## config.mk

```make
export PLATFORM = sky130hd
export DESIGN_NAME = fpu_soma_ctrl
export DESIGN_NICKNAME = d
export VERILOG_FILES = /design/src/rtl/fpu_soma_ctrl.sv
export SDC_FILE = /design/constraint.sdc
export NUM_CORES = 1
export LEC_CHECK = 0
export BUFFER_PORTS_ARGS = -buffer_cell sky130_fd_sc_hd__buf_2
export CAP_MARGIN = 20
export CORE_UTILIZATION = 54
export CTS_BUF_LIST = sky130_fd_sc_hd__clkbuf_4 sky130_fd_sc_hd__clkbuf_8
export DETAILED_ROUTE_END_ITERATION = 8
export GPL_TIMING_DRIVEN = 0
export HOLD_SLACK_MARGIN = 0.1
export PLACE_DENSITY_LB_ADDON = 0.2
export RECOVER_POWER = 50
export SYNTH_ARGS = -nofsm -noshare
export SYNTH_HDL_FRONTEND = slang
export SYNTH_SLANG_ARGS = --single-unit
```

## constraint.sdc

```tcl
create_clock -name clk -period 2.12 [get_ports clk]
set_input_delay 0.424 -clock clk [delete_from_list [all_inputs] [get_ports clk]]
set_output_delay 0.424 -clock clk [all_outputs]
set_load 0.1 [all_outputs]
```

## src/rtl/fpu_soma_ctrl.sv

```systemverilog
// fpu_soma_ctrl: sequencing FSM for a float add/subtract datapath.
// Aligns the smaller operand one bit per cycle, adds, normalizes one bit
// per cycle, rounds to nearest-even and renormalizes on a round carry.
module fpu_soma_ctrl #(
    parameter int N_exp  = 8,
    parameter int N_mant = 23
) (
    input  logic             clk,
    input  logic             rst_n,
    input  logic             start,
    input  logic [N_exp-1:0] diferenca_exp,
    input  logic             big_cout,
    input  logic             res_msb,
    input  logic             res_zero,
    input  logic             guard,
    input  logic             sticky,
    input  logic             lsb,
    input  logic             exp_max,
    output logic             BigAlu_in_A,
    output logic             BigAlu_in_B,
    output logic             ShiftDif_amount,
    output logic             Exp_sel,
    output logic             ShiftNorm_sel,
    output logic             ShiftNorm_amount,
    output logic             Increment_sel,
    output logic             Increment_amount,
    output logic             Roud_amount,
    output logic             busy,
    output logic             done,
    output logic             zero_flag,
    output logic             ovf_flag
);

    localparam int CW = $clog2(N_mant + 3);
    localparam int NW = $clog2(N_mant + 2);

    typedef enum logic [2:0] {
        IDLE, ALIGN, ADD, NORM, ROUND, RENORM, DONE
    } state_t;

    state_t        state_q, state_d;
    logic [CW-1:0] align_cnt_q, align_cnt_d;
    logic [NW-1:0] norm_cnt_q, norm_cnt_d;
    logic          exp_sel_q, exp_sel_d;
    logic          zero_flag_q, zero_flag_d;
    logic          ovf_flag_q, ovf_flag_d;

    logic [N_exp:0]  dif_ext;
    logic [N_exp:0]  dif_abs;
    logic [CW-1:0]   align_init;

    // Magnitude of the exponent difference at one extra bit, saturated to N_mant+2
    always_comb begin
        dif_ext = {diferenca_exp[N_exp-1], diferenca_exp};
        dif_abs = diferenca_exp[N_exp-1] ? (~dif_ext + 1'b1) : dif_ext;
        if (32'(dif_abs) > 32'(N_mant + 2))
            align_init = CW'(N_mant + 2);
        else
            align_init = CW'(dif_abs);
    end

    // Next-state, counter and flag updates plus combinational strobes
    always_comb begin
        state_d          = state_q;
        align_cnt_d      = align_cnt_q;
        norm_cnt_d       = norm_cnt_q;
        exp_sel_d        = exp_sel_q;
        zero_flag_d      = zero_flag_q;
        ovf_flag_d       = ovf_flag_q;
        BigAlu_in_A      = 1'b0;
        BigAlu_in_B      = 1'b0;
        ShiftDif_amount  = 1'b0;
        ShiftNorm_sel    = 1'b0;
        ShiftNorm_amount = 1'b0;
        Increment_sel    = 1'b0;
        Increment_amount = 1'b0;
        Roud_amount      = 1'b0;
        done             = 1'b0;
        busy             = (state_q != IDLE);

        case (state_q)
            IDLE: begin
                if (start) begin
                    exp_sel_d   = diferenca_exp[N_exp-1];
                    align_cnt_d = align_init;
                    norm_cnt_d  = '0;
                    zero_flag_d = 1'b0;
                    ovf_flag_d  = 1'b0;
                    state_d     = (align_init != '0) ? ALIGN : ADD;
                end
            end
            ALIGN: begin
                ShiftDif_amount = 1'b1;
                align_cnt_d     = align_cnt_q - 1'b1;
                if (align_cnt_q == CW'(1))
                    state_d = ADD;
            end
            ADD: begin
                BigAlu_in_A = 1'b1;
                BigAlu_in_B = 1'b1;
                state_d     = NORM;
            end
            NORM: begin
                if (big_cout) begin
                    ShiftNorm_amount = 1'b1;
                    Increment_amount = 1'b1;
                    state_d          = ROUND;
                end else if (res_zero) begin
                    zero_flag_d = 1'b1;
                    state_d     = DONE;
                end else if (norm_cnt_q == NW'(N_mant + 1)) begin
                    state_d = ROUND;
                end else if (!res_msb) begin
                    ShiftNorm_sel    = 1'b1;
                    ShiftNorm_amount = 1'b1;
                    Increment_sel    = 1'b1;
                    Increment_amount = 1'b1;
                    norm_cnt_d       = norm_cnt_q + 1'b1;
                end else begin
                    state_d = ROUND;
                end
            end
            ROUND: begin
                if (guard & (sticky | lsb)) begin
                    Roud_amount = 1'b1;
                    state_d     = RENORM;
                end else begin
                    state_d = DONE;
                end
            end
            RENORM: begin
                if (big_cout) begin
                    ShiftNorm_amount = 1'b1;
                    Increment_amount = 1'b1;
                end
                state_d = DONE;
            end
            DONE: begin
                done    = 1'b1;
                state_d = IDLE;
            end
            default: state_d = IDLE;
        endcase

        // DONE never follows itself, so this fires only on entry
        if (state_d == DONE && state_q != DONE)
            ovf_flag_d = exp_max;
    end

    // State, counters and flags register with asynchronous active-low reset
    always_ff @(posedge clk or negedge rst_n) begin
        if (!rst_n) begin
            state_q     <= IDLE;
            align_cnt_q <= '0;
            norm_cnt_q  <= '0;
            exp_sel_q   <= 1'b0;
            zero_flag_q <= 1'b0;
            ovf_flag_q  <= 1'b0;
        end else begin
            state_q     <= state_d;
            align_cnt_q <= align_cnt_d;
            norm_cnt_q  <= norm_cnt_d;
            exp_sel_q   <= exp_sel_d;
            zero_flag_q <= zero_flag_d;
            ovf_flag_q  <= ovf_flag_d;
        end
    end

    assign Exp_sel   = exp_sel_q;
    assign zero_flag = zero_flag_q;
    assign ovf_flag  = ovf_flag_q;

endmodule

```

Word level (Yosys, flattened, before mapping). Cells that the tools add are included.

Output and inout port bits: 13. Logic and storage cells: 80. Bits in registers: 16. Input port bits: 18.

Equal/unequal tests: 16. Magnitude comparators: 1. $add $sub $neg: 3. Reductions and logical operators: 13. Mux-type cells: 38. Bitwise gates (word level): 3.

Operators by type and width (count): 5-bit 2-to-1 mux (7); 5-bit case mux with 2 select lines (2); 3-bit 2-to-1 mux (6); 3-bit case mux with 6 select lines (1); 1-bit 2-to-1 mux (17); 3-bit == test, second input constant (4); 2-bit != test, second input constant (6); 9-bit by 1-bit adder with 9-bit output, second input constant (1); 9-bit by 5-bit greater-than comparator with 1-bit output, second input constant (1); 9-bit 2-to-1 mux (1); 9-bit inverter (1); 2-bit nonzero test (4); 3-bit by 2-bit == test with 1-bit output, second input constant (2); 2-bit AND reduction (3); 6-bit AND reduction (1); 5-bit by 1-bit adder with 5-bit output, second input constant (1); 5-bit by 1-bit == test with 1-bit output, second input constant (1); 5-bit == test, second input constant (1); 5-bit nonzero test (1); 5-bit by 1-bit subtractor with 5-bit output, second input constant (1); 2-bit 2-to-1 mux (2); 1-bit case mux with 2 select lines (2); 4-bit AND reduction (1); 3-bit by 1-bit == test with 1-bit output, second input constant (1); other kinds (6) (6).

Logic depth before layout (Yosys ltp). Gate-level depths: netlist of run 1.

Depth in word-level cells: 13. Depth in mapped cells: 8. Mapped depth without buffers: 7.

Least setup slack after synthesis of run 1. OpenSTA, ideal clock, no wires.

Path type: reg2out. Start: register norm_cnt_q[0]. End: output ShiftNorm_sel. Data required time: 1696 ps. Buffers on the path: 1. Path slack: -1732 ps. Arrival: 3428 ps. Cell stages (with the launch flop): 6. Cell sequence: dfrtp_1 > inv_1 > ha_1 > and4b_1 > nor4b_2 > buf_4.

Cells in the longest elaborated chain, start to end: 5.

RTL lines: from (decl) (line 43) `logic [NW-1:0] norm_cnt_q, norm_cnt_d;`; from (signal assigned) (line 162) `norm_cnt_q <= norm_cnt_d;`; 5-bit == test (line 111) `end else if (norm_cnt_q == NW'(N_mant + 1)) begin`; 1-bit 2-to-1 mux (4 in a row); to (decl) (line 23) `output logic ShiftNorm_sel,`.

Every way passes these cells.

Worst setup path after layout of run 1.
Start: register norm_cnt_q[0]. End: output ShiftNorm_amount.

Cells in the longest elaborated chain, start to end: 5.

RTL lines: 5-bit == test (line 111); 1-bit 2-to-1 mux (line 111); 1-bit 2-to-1 mux (line 108) `end else if (res_zero) begin`; 1-bit 2-to-1 mux (line 104) `if (big_cout) begin`; 1-bit case mux with 2 select lines (line 81) `case (state_q)`; to (decl) (line 24) `output logic ShiftNorm_amount,`.

Every way passes these cells.

==> results of run 1 <==
synthesized netlist by cell type (2+ instances only):
master	n	area (µm²)
clkbuf_1	3	11.3
xor2_1	3	26.3
nand4_1	3	18.8
o21ai_0	9	45.0
inv_1	12	45.0
mux2i_1	2	20.0
nor4_1	3	18.8
nand3_1	2	10.0
o31ai_1	4	30.0
a21oi_1	5	25.0
ha_1	5	62.6
xnor2_1	4	35.0
nor2b_1	2	12.5
nor4b_1	2	17.5
nand2_1	13	48.8
nand2b_1	2	12.5
nor3b_1	2	15.0
dfrtp_1	16	400
buf_4	3	22.5
nor2_1	18	67.6
or4_1	2	15.0
nor3_1	5	25.0
worst max path at each step:
stage	startpoint	to	slack (ps)	depth (start not counted)
after floorplan	norm_cnt_q[0]	ShiftNorm_sel	-870	5
after global placement	norm_cnt_q[0]	ShiftNorm_sel	-290	6
after detailed placement	norm_cnt_q[0]	ShiftNorm_sel	-310	6
after CTS	norm_cnt_q[0]	ShiftNorm_sel	-210	6
after global routing	state_q[0]	ShiftNorm_sel	-260	5
final	norm_cnt_q[0]	ShiftNorm_amount	-170	9
cell families after synthesis:
logic type / count (synthesis) / share of synthesized area [%]
AO/OA/AOI/OAI: 33 / 19.8
XOR/XNOR: 7 / 5.14
adder cells (fa/ha/maj): 5 / 5.25
buffers and inverters: 19 / 7.03
flip-flops: 16 / 33.6
multiplexers: 2 / 1.68
AND/OR/NAND/NOR: 61 / 27.5
worst max-delay path, delay by kind of cell, from the launching register on:
| family | cells | cell delay (ps) |
|---|---|---|
| simple gates | 4 | 640 |
| compound gates | 1 | 70 |
| buf+inv | 3 | 360 |
| fa+ha+maj | 1 | 120 |
| flops | 1 | 400 |
routing by layer:
| layer | vias up | track usage (%) | wire (µm) | part of all wire (%) |
|---|---|---|---|---|
| met5 | - | 0 | 0 | 0 |
| met3 | 6 | 4.67 | 146 | 4.9 |
| met1 | 604 | 31.7 | 1320 | 45 |
| li1 | 599 | - | - | - |
| met2 | 44 | 45.6 | 1460 | 49 |
| met4 | 0 | 5.88 | 26 | 0.88 |
per-stage QoR:
step	area, µm²	setup slack [ps]
floorplan	1250	-869
global placement	1430	-291
detailed placement	1430	-309
CTS	1590	-214
global route	1640	-258
finish	1640	-172
state kept, by name, summed over array words and instances, names as in the netlist:
name,flops
align_cnt_q,5
norm_cnt_q,5
state_q,3
Exp_sel,1
ovf_flag,1
zero_flag,1
where the power goes:
group,switching [W],total [W],internal [W]
Combinational,0.00111,0.00160,0.000487
Clock,0.0000962,0.000201,0.000105
Sequential,0.000107,0.000522,0.000415
Total,0.00132,0.00232,0.00101
layout make-up:
type / count / area [µm²]
buffer: 6 / 50.0
sequential: 16 / 400
tap: 27 / 33.8
timing repair buffer: 40 / 293
fill: 130 / 384
clock buffer: 4 / 36.3
multi-input combinational: 108 / 776
inverter: 12 / 48.8
repair_timing:
item / 4_1_cts / 5_1_grt
endpoints found under the setup margin: 6 / 7
endpoints found under the hold margin: 16 / 0
pin swaps: 1 / 2
resized for setup: 21 / 7
setup buffers: 6 / 3
cloned: 0 / 0
hold buffers: 1 / 0
==> qor.yml, run 1 <==
flow_run:
  maxCapViolCount: 0
hold_path:
  hold_path_class: "input pin to flop"
  hold_depth: 3
  min_to: "ovf_flag"
  min-delay-start: "exp_max"
timing:
  setup_slack_ps: -172
  whs_ps: 375
  clock_skew_ps: 6.76
  tns_ps: -522
  finalHoldViolations: 0
  min_period_ps: 2290
  slew_violations: 0
  maxClockFrequency_mhz: 436
  grt_setup_unrepaired: "true"
  finalCritPeriodShare_pct: 108
  slew_headroom_pct: 43.0
  worst_slew_pin_slew_ps: 855
  setup-violations-final: 4
cells_and_area:
  fin_cells: 213
  drive_gt1_share_pct: 34.4
  areaGrowthSynthToFinish_pct: 37.4
  final_cell_mix: "buf_2 (19), nor2_1 (17), dfrtp_1 (16), nand2_1 (13), buf_4 (12)"
  final_common_cell: "buf_2"
  fin_util_pct: 81.0
  antenna_cells: 0
  nets: 210
outcome:
  violations: "setup timing"
  status: "finished, violations left"
synth:
  synth_fp_nets: 166
  yosys.cell_types.count: 45
  avgSynthCellArea_um2: 8.34
  syn_inst: 143
  synth_top_flop_cell: "dfrtp_1"
  ys_seq_area_share_pct: 33.6
  ys_ff_latch: 16
  synth_edf_count: 0
  async_flop_share_pct: 100
  synth_area_mm2: 0.00119
  synth_warnings: 0
detailed_routing:
  ant_nets: 0
  drt-total-wl_um: 2960
  vias_per_cell: 5.88
  drc: 0
  drtPass1Iterations: 4
  num_vias: 1253
  first_iter_violations: 30
  wl_per_cell_um: 13.9
power_and_ir_drop:
  ir_drop_mv: 1.45
  power_density_mw_per_mm2: 1420
  finalPower_w: 0.00232
  leakagePower_nw: 0.747
die:
  initial_utilization_pct: 59.0
  row_count: 16
  ios: 31
  die_x_um: 49.0
  core-area_mm2: 0.00202
  die_height_um: 49.0
  dieArea_mm2: 0.00240
clock_tree:
  h-tree-depth: 1
  cts.path.max_buffers: 2
  cts_buffers: 3
  root_buffer: "clkbuf_4"
  clock_latency_ps: 290
  cts_tree: "yes"
  clock-sinks: 16
  path_clk_slew_ps: 90
global_route:
  grt_pass1_wl_um: 4800
  grt_antenna_before_repair: 0
  grt_max_degree: 17
  grt_use_total_pct: 25.5
  overflow: 0
  grt_pass1_vias: 1138
critical_path:
  arrival_ps: 1870
  max_stage_delay_ps: 400
  cp_slowest_cell: "dfrtp_1"
  critPathKind: "flop to output port"
  crit_chain: "inv_2, ha_4, and4b_2, nor3_2, nor2_1, o22ai_1, and2_4, buf_12, buf_12"
  r2r_start: "state_q[0]"
  critPathMostFrequentCell: "buf_12"
  cp-end-kind: "output port"
  critPathMaxFanout: 3
  reg2reg_slack_ps: 30
  reg2reg_to: "align_cnt_q[3]"
  cp-start-kind: "flop"
  reg2regPathDepth: 5
  critPathRequiredTime_ps: 1700
placement:
  routabilityCongestion: 0.795
  numPortBuffers: 30
  dp_cells: 200
  dpl.hpwl_um: 2060
Power figures use the tool's default switching activity.
==> inputs of run 2 (changes only) <==
CORE_MARGIN = 2   (was not set)
CORE_UTILIZATION = 30   (was 54)
==> run 2 against run 1 <==
The run still ends with setup timing left. First-iteration DRC count is 6.7% higher. Cell count is 15% higher. Routed wire length up 3.2%. Flip-flop and latch count stayed put. Worst setup slack better by 66 ps. Total power increased by 6.7%. Count of clock-buffer cells in the layout unchanged. Critical path depth did not move. Register-to-register slack better by 50 ps. Combinational power grew 6%. Largest cell class unchanged. Largest power group unchanged.
==> qor.yml, run 2 (same netlist as run 1, synthesis figures left out) <==
timing:
  tns_ps: -178  # +345 ps
  grt_setup_unrepaired: "true"
  setup-violations-final: 2  # -2
  worst_slew_pin_slew_ps: 902  # +46.8 ps
  finalHoldViolations: 0  # unchanged
  maxClockFrequency_mhz: 449  # +3.0%
  min_period_ps: 2230  # -66.5 ps
  setup_slack_ps: -105  # +66.5 ps
  whs_ps: 412  # +37.3 ps
  slew_headroom_pct: 39.9  # -3.1 points
  clock_skew_ps: 1.50  # -5.26 ps
  finalCritPeriodShare_pct: 105  # -3.1 points
  slew_violations: 0  # unchanged
power_and_ir_drop:
  power.clock.fraction_pct: 10.8  # +2.2 points
  power_frac_comb_pct: 68.3  # -0.6 points
  p_seq_share_pct: 20.9  # -1.6 points
  intPower_w: 0.00115  # +14%
  switching_share_pct: 53.6  # -3.1 points
  leakagePower_nw: 0.804  # +7.6%
  ir_drop_mv: 0.463  # -68%
  finalPower_w: 0.00248  # +6.7%
  power_density_mw_per_mm2: 1400  # -1.6%
  switchingPower_w: 0.00133  # +0.91%
clock_tree:
  cts.path.max_buffers: 2  # unchanged
  path_clk_slew_ps: 60  # -30 ps
  cts_tree: "yes"
  root_buffer: "clkbuf_8"
  cts_buffers: 3  # unchanged
  h-tree-depth: 1  # unchanged
  clock_latency_ps: 240  # -50 ps
  clock-sinks: 16  # unchanged
placement:
  dp_cells: 221  # +11%
  dpl.hpwl_um: 2210  # +7.4%
  numPortBuffers: 30  # unchanged
  routabilityCongestion: 0.770  # -3.2%
die:
  initial_utilization_pct: 31.9  # -27 points
  die_x_um: 67.0  # +37%
  core-area_mm2: 0.00374  # +85%
  row_count: 22  # +6
  die_height_um: 67.0  # +37%
  ios: 31  # unchanged
  dieArea_mm2: 0.00450  # +87%
critical_path:
  cp-start-kind: "flop"
  crit_buf_inv: 3  # unchanged
  max_stage_delay_ps: 360  # -40 ps
  critPathRequiredTime_ps: 1700  # about the same
  cp_slowest_cell: "dfrtp_1"
  crit_chain: "inv_2, ha_4, and4b_2, nor3_2, nor2_1, o22ai_1, and2_4, buf_12, buf_12"
  critPathMostFrequentCell: "buf_12"
  critPathKind: "flop to output port"
  r2r_start: "norm_cnt_q[0]"
  cp-end-kind: "output port"
  cp_top_family: "simple AND/OR/NAND/NOR gates"
  arrival_ps: 1800  # -70 ps
  startpoint: "norm_cnt_q[1]"
  critPathMaxFanout: 3  # unchanged
global_route:
  grt_pass1_vias: 1113  # -2.2%
  overflow: 0  # unchanged
  grt_max_degree: 17  # unchanged
  grt_antenna_before_repair: 0  # unchanged
  grt_pass1_wl_um: 4950  # +3.2%
  grt_use_total_pct: 14.5  # -11 points
detailed_routing:
  vias_per_cell: 5.02  # -15%
  drc: 0  # unchanged
  num_vias: 1226  # -2.2%
  drt-total-wl_um: 3050  # +3.2%
  ant_nets: 0  # unchanged
  first_iter_violations: 32  # +6.7%
  drtPass1Iterations: 4  # unchanged
  wl_per_cell_um: 12.5  # -9.9%
outcome:
  violations: "setup timing"
  status: "finished, violations left"
cells_and_area:
  antenna_cells: 0  # unchanged
  final_common_cell: "buf_4"
  final_cell_mix: "buf_4 (20), buf_2 (19), nor2_1 (17), dfrtp_1 (16), nand2_1 (12)"
  fin_cells: 244  # +15%
  nets: 220  # +4.8%
  areaGrowthSynthToFinish_pct: 48.9
  fin_util_pct: 47.4  # -34 points
  drive_gt1_share_pct: 39.8  # +5.4 points
  reg_top3: "align_cnt_q: 5 flops, norm_cnt_q: 5 flops, state_q: 3 flops"
hold_path:
  min-delay-start: "exp_max"
  hold_path_class: "input pin to flop"
flow_run:
  maxCapViolCount: 0  # unchanged
[run 2: worst paths after layout]
| path | to | slack [ps] | cells past startpoint |
|---|---|---|---|
| setup / recovery | ShiftNorm_amount | -110 | 9 |
| hold / removal | ovf_flag | 410 | 3 |
| setup reg to reg | norm_cnt_q[0] | 80 | 15 |
| hold reg to reg | zero_flag | 490 | 2 |
| max in group asynchronous | state_q[1] | 750 | 2 |
| min in group asynchronous | align_cnt_q[0] | 820 | 2 |
[run 2: cell type report]
class	instances	area [µm²]
fillers	360	1970
inverters	12	48.8
flip-flops and latches	16	400
multi-input cells	108	788
plain buffers	6	51.3
well taps	48	60.1
clock buffers	4	55.1
repair buffers	50	372
[run 2: metal layers]
layer | vias up | part of all wire, % | global-route usage [%]
li1 | 618 | - | -
met1 | 577 | 45 | 18.8
met2 | 29 | 49 | 24.5
met3 | 2 | 4.7 | 1.69
met4 | 0 | 1.1 | 5.36
met5 | - | 0 | 0
[run 2: power groups by stage]
| stage | registers, W | clock network (W) | logic [W] |
|---|---|---|---|
| CTS | 0.000515 | 0.000271 | 0.00166 |
| floorplan | 0.000697 | 0 | 0.00102 |
| detailed placement | 0.000522 | 0 | 0.00143 |
| global route | 0.000535 | 0.000291 | 0.00181 |
| finish | 0.000518 | 0.000267 | 0.00169 |
| global placement | 0.000518 | 0 | 0.00142 |
[run 2: worst reg2reg max path, cell delays in order, from the launching register on]
cell	delay, ps
dfrtp_1	360
inv_2	60
buf_6	110
buf_4	120
buf_4	120
buf_4	120
buf_4	120
buf_4	120
buf_4	120
buf_4	120
buf_4	120
buf_4	120
buf_4	120
buf_4	120
nand2_2	50
o21ai_2	40
[run 2: timing repair]
action | CTS | global route
setup endpoints to repair | 5 | 12
pin swaps | 1 | 1
setup buffers | 20 | 0
endpoints found under the hold margin | 16 | 0
hold buffers | 1 | 0
gates resized for setup | 22 | 13
[run 2: metrics by stage]
| stage | setup slack, ps | area (µm²) |
|---|---|---|
| finish | -105 | 1780 |
| global route | -225 | 1780 |
| CTS | -113 | 1740 |
| detailed placement | -311 | 1460 |
| global placement | -298 | 1460 |
| floorplan | -869 | 1250 |
